$ cat config.mk
export PLATFORM = sky130hd
export DESIGN_NAME = clint_timer
export DESIGN_NICKNAME = d
export VERILOG_FILES = /design/src/rtl/clint_timer_pkg.sv /design/src/rtl/_add32.sv /design/src/rtl/timer_prescale.sv /design/src/rtl/clint_timer.sv
export SDC_FILE = /design/constraint.sdc
export NUM_CORES = 1
export LEC_CHECK = 0
export BUFFER_PORTS_ARGS = -buffer_cell sky130_fd_sc_hd__buf_2
export CAP_MARGIN = 10
export CORE_MARGIN = 2
export CORE_UTILIZATION = 23
export CTS_CLUSTER_DIAMETER = 80
export CTS_CLUSTER_SIZE = 28
export DETAILED_ROUTE_END_ITERATION = 12
export PLACE_DENSITY = 0.47
export SYNTH_ARGS = -nofsm -noshare
export SYNTH_HDL_FRONTEND = slang
export SYNTH_SLANG_ARGS = --single-unit
export TNS_END_PERCENT = 100
$ cat constraint.sdc
create_clock -name clk -period 11.5 [get_ports clk]
set_input_delay 3.45 -clock clk [delete_from_list [all_inputs] [get_ports clk]]
set_output_delay 3.45 -clock clk [all_outputs]
set_load 0.05 [all_outputs]
$ cat src/rtl/clint_timer_pkg.sv
// rtl/clint_timer_pkg.sv - register map, CTRL field positions and decode helper for clint_timer
//
// Purpose : holds the register offsets, the CTRL bit positions and the mtimecmp
//           reset value, plus a helper that turns a byte address into a register
//           select.
// Ports   : none (package).
package clint_timer_pkg;

  localparam logic [7:0]  ADDR_MTIME_LO      = 8'h00;
  localparam logic [7:0]  ADDR_MTIME_HI      = 8'h04;
  localparam logic [7:0]  ADDR_MTIMECMP_LO   = 8'h08;
  localparam logic [7:0]  ADDR_MTIMECMP_HI   = 8'h0C;
  localparam logic [7:0]  ADDR_CTRL          = 8'h10;
  localparam logic [7:0]  ADDR_STATUS        = 8'h14;
  localparam logic [7:0]  ADDR_MTIME_HI_SNAP = 8'h18;

  localparam int          CTRL_EN_BIT  = 0;
  localparam int          CTRL_DIV_LSB = 8;

  localparam logic [63:0] MTIMECMP_RST = 64'hFFFF_FFFF_FFFF_FFFF;

  typedef enum logic [2:0] {
    REG_MTIME_LO,
    REG_MTIME_HI,
    REG_MTIMECMP_LO,
    REG_MTIMECMP_HI,
    REG_CTRL,
    REG_STATUS,
    REG_MTIME_HI_SNAP,
    REG_NONE
  } reg_sel_e;

  // Byte address to register select; bits [1:0] are ignored so any byte
  // offset inside a word hits that word.
  function automatic reg_sel_e decode_addr(input logic [7:0] addr);
    reg_sel_e sel;
    case (addr[7:2])
      ADDR_MTIME_LO[7:2]:      sel = REG_MTIME_LO;
      ADDR_MTIME_HI[7:2]:      sel = REG_MTIME_HI;
      ADDR_MTIMECMP_LO[7:2]:   sel = REG_MTIMECMP_LO;
      ADDR_MTIMECMP_HI[7:2]:   sel = REG_MTIMECMP_HI;
      ADDR_CTRL[7:2]:          sel = REG_CTRL;
      ADDR_STATUS[7:2]:        sel = REG_STATUS;
      ADDR_MTIME_HI_SNAP[7:2]: sel = REG_MTIME_HI_SNAP;
      default:                 sel = REG_NONE;
    endcase
    return sel;
  endfunction

endpackage

$ cat src/rtl/_add32.sv
// rtl/_add32.sv - 32-bit adder slice with carry in/out for chaining
//
// Purpose : one 32-bit slice of the mtime incrementer; two are chained to form
//           the full 64-bit add.
// Ports   : a_i, b_i   - 32-bit operands
//           cin_i      - carry in
//           sum_o      - 32-bit sum
//           cout_o     - carry out to the next slice
module _add32 (
  input  logic [31:0] a_i,
  input  logic [31:0] b_i,
  input  logic        cin_i,
  output logic [31:0] sum_o,
  output logic        cout_o
);

  assign {cout_o, sum_o} = {1'b0, a_i} + {1'b0, b_i} + {32'd0, cin_i};

endmodule

$ cat src/rtl/timer_prescale.sv
// rtl/timer_prescale.sv - mtime prescaler producing a one-cycle tick every DIV+1 cycles
//
// Purpose : counts pcnt from 0 to DIV while enabled and pulses tick on the
//           cycle pcnt equals DIV.
// Ports   : clk, rst   - clock, asynchronous active-high reset
//           en_i       - count enable (CTRL.EN)
//           div_i      - terminal count (CTRL.DIV)
//           clr_i      - synchronous clear of pcnt (mtime write, DIV change)
//           tick_o     - increment strobe for mtime
module timer_prescale #(
  parameter int W = 8
) (
  input  logic         clk,
  input  logic         rst,
  input  logic         en_i,
  input  logic [W-1:0] div_i,
  input  logic         clr_i,
  output logic         tick_o
);

  logic [W-1:0] pcnt_q;
  logic [W-1:0] pcnt_d;

  assign tick_o = en_i && (pcnt_q == div_i);

  always_comb begin
    pcnt_d = pcnt_q;
    if (clr_i) begin
      pcnt_d = '0;
    end else if (tick_o) begin
      pcnt_d = '0;
    end else if (en_i) begin
      pcnt_d = pcnt_q + {{(W-1){1'b0}}, 1'b1};
    end
  end

  always_ff @(posedge clk or posedge rst) begin
    if (rst) begin
      pcnt_q <= '0;
    end else begin
      pcnt_q <= pcnt_d;
    end
  end

endmodule

$ cat src/rtl/clint_timer.sv
// rtl/clint_timer.sv - memory-mapped 64-bit machine timer with compare interrupt
//
// Purpose : free-running prescaled mtime, mtimecmp compare, registered timer
//           interrupt, and a single-cycle request/acknowledge register port.
// Ports   : clk, rst   - clock, asynchronous active-high reset
//           req, we    - access request, 1 = write
//           addr       - byte address (bits [1:0] ignored)
//           wdata      - 32-bit write data
//           rdata      - registered read data, valid with ack on reads
//           ack        - one-cycle acknowledge per request
//           ti         - timer interrupt level
module clint_timer
  import clint_timer_pkg::*;
#(
  parameter int PRESCALE_W = 8
) (
  input  logic        clk,
  input  logic        rst,
  input  logic        req,
  input  logic        we,
  input  logic [7:0]  addr,
  input  logic [31:0] wdata,
  output logic [31:0] rdata,
  output logic        ack,
  output logic        ti
);

  reg_sel_e              sel;
  logic                  wr_en;
  logic                  rd_en;

  logic [63:0]           mtime_q, mtime_d;
  logic [63:0]           mtimecmp_q, mtimecmp_d;
  logic                  en_q, en_d;
  logic [PRESCALE_W-1:0] div_q, div_d;
  logic [31:0]           snap_q, snap_d;
  logic [31:0]           rdata_q, rdata_d;
  logic                  ack_q, ack_d;
  logic                  ti_q, ti_d;

  logic [63:0]           mtime_inc;
  logic                  lo_carry;
  logic                  unused_wrap_carry;
  logic                  tick;
  logic                  pcnt_clr;
  logic [PRESCALE_W-1:0] wdata_div;
  logic [31:0]           ctrl_word;
  logic [31:0]           rd_mux;

  assign sel       = decode_addr(addr);
  assign wr_en     = req && we;
  assign rd_en     = req && !we;
  assign wdata_div = wdata[CTRL_DIV_LSB +: PRESCALE_W];

  // mtime + 1 as two chained 32-bit slices; the final carry is the wrap to 0.
  _add32 u_add_lo (
    .a_i    (mtime_q[31:0]),
    .b_i    (32'd0),
    .cin_i  (1'b1),
    .sum_o  (mtime_inc[31:0]),
    .cout_o (lo_carry)
  );

  _add32 u_add_hi (
    .a_i    (mtime_q[63:32]),
    .b_i    (32'd0),
    .cin_i  (lo_carry),
    .sum_o  (mtime_inc[63:32]),
    .cout_o (unused_wrap_carry)
  );

  // Writing either mtime word restarts the prescale period so the new value
  // is held for a full DIV+1 cycles; a DIV change restarts it as well.
  assign pcnt_clr = wr_en && ((sel == REG_MTIME_LO) || (sel == REG_MTIME_HI) ||
                              ((sel == REG_CTRL) && (wdata_div != div_q)));

  timer_prescale #(
    .W (PRESCALE_W)
  ) u_prescale (
    .clk    (clk),
    .rst    (rst),
    .en_i   (en_q),
    .div_i  (div_q),
    .clr_i  (pcnt_clr),
    .tick_o (tick)
  );

  always_comb begin
    ctrl_word                               = '0;
    ctrl_word[CTRL_EN_BIT]                  = en_q;
    ctrl_word[CTRL_DIV_LSB +: PRESCALE_W]   = div_q;
  end

  always_comb begin
    rd_mux = '0;
    case (sel)
      REG_MTIME_LO:      rd_mux = mtime_q[31:0];
      REG_MTIME_HI:      rd_mux = mtime_q[63:32];
      REG_MTIMECMP_LO:   rd_mux = mtimecmp_q[31:0];
      REG_MTIMECMP_HI:   rd_mux = mtimecmp_q[63:32];
      REG_CTRL:          rd_mux = ctrl_word;
      REG_STATUS:        rd_mux = {31'd0, ti_q};
      REG_MTIME_HI_SNAP: rd_mux = snap_q;
      default:           rd_mux = '0;
    endcase
  end

  always_comb begin
    mtime_d    = mtime_q;
    mtimecmp_d = mtimecmp_q;
    en_d       = en_q;
    div_d      = div_q;
    snap_d     = snap_q;

    if (tick) begin
      mtime_d = mtime_inc;
    end

    // A software write to mtime overrides the increment of the same cycle.
    if (wr_en) begin
      case (sel)
        REG_MTIME_LO:    mtime_d    = {mtime_q[63:32], wdata};
        REG_MTIME_HI:    mtime_d    = {wdata, mtime_q[31:0]};
        REG_MTIMECMP_LO: mtimecmp_d = {mtimecmp_q[63:32], wdata};
        REG_MTIMECMP_HI: mtimecmp_d = {wdata, mtimecmp_q[31:0]};
        REG_CTRL: begin
          en_d  = wdata[CTRL_EN_BIT];
          div_d = wdata_div;
        end
        default: ;
      endcase
    end

    // Capturing the high word alongside a low-word read gives software a
    // coherent 64-bit sample without a hi/lo/hi retry loop.
    if (rd_en && (sel == REG_MTIME_LO)) begin
      snap_d = mtime_q[63:32];
    end

    rdata_d = rd_en ? rd_mux : 32'd0;
    ack_d   = req;
    ti_d    = en_q && (mtime_q >= mtimecmp_q);
  end

  always_ff @(posedge clk or posedge rst) begin
    if (rst) begin
      mtime_q    <= '0;
      mtimecmp_q <= MTIMECMP_RST;
      en_q       <= 1'b1;
      div_q      <= '0;
      snap_q     <= '0;
      rdata_q    <= '0;
      ack_q      <= 1'b0;
      ti_q       <= 1'b0;
    end else begin
      mtime_q    <= mtime_d;
      mtimecmp_q <= mtimecmp_d;
      en_q       <= en_d;
      div_q      <= div_d;
      snap_q     <= snap_d;
      rdata_q    <= rdata_d;
      ack_q      <= ack_d;
      ti_q       <= ti_d;
    end
  end

  assign rdata = rdata_q;
  assign ack   = ack_q;
  assign ti    = ti_q;

endmodule

==> impl_metrics.yaml <==
critical_path:
  worstPathCellList: "buf_2 > nor3_1 > nand2_1 > nor3_2 > nand2_1 > buf_4 > mux2_2"
  cp.arrival_ps: 6220
  worst-path-max-fanout: 18
  critPathSlowestCell: "nand2_1"
  worstSetupEndpointType: "flop"
  rrSetupSlack_ps: 6830
  timing.rr.end: "mtime_q[63]"
  r2r_start: "mtime_q[8]"
  crit_type: "input pin to flop"
  crit_path_start_kind: "input pin"
  endpoint: "mtimecmp_q[24]"
  r2r_cells: 11
  slowest_delay_ps: 710
  cp.required_ps: 11970
  crit_top_cell: "nand2_1"
  crit_start: "addr[5]"
logic_synthesis:
  synth_ff_type: "dfrtp_1"
  synth-seq-area-share_pct: 43.59
  synth.area.top_cells: "dfrtp_1, dfstp_2, ha_1"
  synthesis.area_um2: 12300
  synth.yosys.warnings: 0
  synth-seq-cells: 211
  syn_inst: 1265
  synthMostInstantiatedCell: "dfrtp_1"
  yosys.area.top_type_share_pct: 29.70
  synthTopCellsByCount: "dfrtp_1, nor2_1, nand2_1"
  synth.avg_cell_area_um2: 9.724
  ys_types: 72
  yosysTopAreaCell: "dfrtp_1"
  syn_nets: 1377
  ys_async_sr_fraction_pct: 100.0
  synth-edff-count: 0
clock_tree:
  tritoncts: "done"
  ctsHoldBuffers: 0
  clock-sinks: 211
  cts_buffers: 21
  cts_buffer_depth: 3
  clkLatencyLatePin_ps: 550
  cts_resized: 0
  post_cts_buffers: 0
  clk_pin_slew_ps: 80
  root_buffer: "clkbuf_16"
  htree_levels: 1
placement:
  hpwl_um: 28350
  numPortBuffers: 75
  gp_congestion: 0.7984
power:
  power_uw: 2012
  p_per_area_nw_per_um2: 143.1
  peakVddDrop_mv: 0.07979
  power_leakage_uw: 0.006171
detailed_routing:
  drt-initial-drc-count: 612
  vias_per_cell: 4.926
  wl_per_cell_um: 20.33
  drtAntennaViolNets: 0
  dr.pass1.iters: 5
  wirelength_um: 40970
  vias: 9925
  drc: 0
run_status:
  status: "finished, final reports clean"
global_route:
  grt_start_max_net_pins: 93
  grt_pass1_wl_um: 64130
  grt.overflow.total: 0
  track_usage_pct: 14.83
  antenna_found_initial: 1
  grt_pass1_vias: 10160
floorplanning:
  row_count: 84
  dieArea_um2: 55350
  ios: 78
  coreArea_um2: 52760
  die_h_um: 235.3
  die_w_um: 235.3
  start_util_pct: 23.31
hold_path:
  hold_class: "flop to flop"
final_layout:
  syn_to_final_growth_pct: 14.31
  fill_cells: 5624
  nNetsFinal: 1424
  num_antenna_cells: 0
  drive_above_1_share_pct: 22.31
sta:
  layout_min_cycle_time_ps: 5754
  max_freq_mhz: 173.8
  finalSetupTns_ps: 0
  clock-skew-final_ps: 25.17
  setup_viol: 0
  slew_viol_final: 0
  rsz0062_at_grt: "no"
  slew_headroom_pct: 18.05
  min_period_over_period_pct: 50.03
  worstMarginPinSlew_ps: 1229
  hold_violations: 0
job:
  maxCapViolations: 0
cell families after synthesis:
kind of cell	count (synthesis)	share of synthesized area, %
AOI/OAI and AO/OA	292	15.33
adders and majority gates	68	6.917
xor gates and xnor gates	20	1.424
and+or+nand+nor	399	16.48
buffers and inverters	144	4.832
muxes	131	11.43
DFF	211	43.59
metrics by stage:
stage                     util [%]  hold WS (ps)  cells  setup WS [ps]  cell area (um2)
after floorplan                  -         457.8   1265           2392            12300
after global placement       25.33         468.3   1977           5237            13360
after detailed placement     25.33         480.2   1977           5224            13360
after CTS                    26.65         497.5   2015           5791            14060
after global routing         26.65         513.0   2015           5610            14060
final                        26.65         498.2   2015           5747            14060
layout by cell type, fill, tap and decap left out, types with 4 or more instances in the layout:
master	netlist	final
mux2i_1	55	55
nor4_1	5	5
buf_4	6	16
a31oi_1	4	4
nand2b_1	5	5
xnor2_1	18	18
nand2_1	102	102
a22oi_1	9	9
o21ai_0	87	87
clkbuf_16	0	21
o211ai_1	4	4
nand3_1	23	23
nor3_2	5	5
and4_1	11	11
a211oi_1	40	40
inv_1	78	77
a21oi_1	65	65
and3_1	17	16
nor2_1	138	137
inv_8	0	5
o22ai_1	11	11
dfrtp_1	146	146
and2_1	13	13
dfstp_2	65	65
a221oi_1	6	6
nor3_1	27	27
inv_6	0	5
a211o_1	4	4
ha_1	68	68
mux2_2	73	73
nand4_1	22	22
a21o_1	9	9
a311oi_1	26	26
buf_2	25	74
flip-flops by register name, summed over array words and instances (netlist names):
| name | cells |
|---|---|
| mtime_q | 64 |
| ack | 1 |
| snap_q | 32 |
| mtimecmp_q | 64 |
| rdata | 32 |
| u_prescale.pcnt_q | 8 |
| en_q | 1 |
| div_q | 8 |
| ti | 1 |
power by group:
group / switching [uW] / internal, uW / total [uW]
clock network: 364 / 368 / 733
logic: 206 / 145 / 351
registers: 96.0 / 833 / 929
total: 667 / 1350 / 2010
worst max-delay path: cells and delay by family:
family                 cells  cell delay (ps)
muxes                      1              310
and+or+nand+nor            4             1810
buffers and inverters      2              630
cell type report:
class,instances,area (um2),area share (%)
clock inverters,14,140.1,0.9966
clock buffers,24,556.8,3.960
well taps,688,860.8,6.122
flip-flops and latches,211,5361,38.13
repair buffers,90,490.5,3.488
inverters,78,300.3,2.136
multi-input cells,910,6351,45.17
routing by layer:
metal / global-route usage (%) / wire length, um / vias up / share of wire [%]
met5: 0 / 13 / - / 0.032
met4: 5.192 / 1349 / 2 / 3.3
met3: 2.791 / 2093 / 61 / 5.1
met2: 22.43 / 17700 / 247 / 43
met1: 21.07 / 19810 / 4928 / 48
li1: - / - / 4687 / -
worst min path at each step:
stage	startpoint	endpoint	slack [ps]	cells after the start
final	snap_q[15]	snap_q[15]	500	1
after global routing	snap_q[15]	snap_q[15]	510	1
after CTS	snap_q[16]	snap_q[16]	500	1
after detailed placement	snap_q[15]	snap_q[15]	480	1
after global placement	snap_q[15]	snap_q[15]	470	1
after floorplan	snap_q[16]	snap_q[16]	460	1
(Power assumes the default switching activity.)
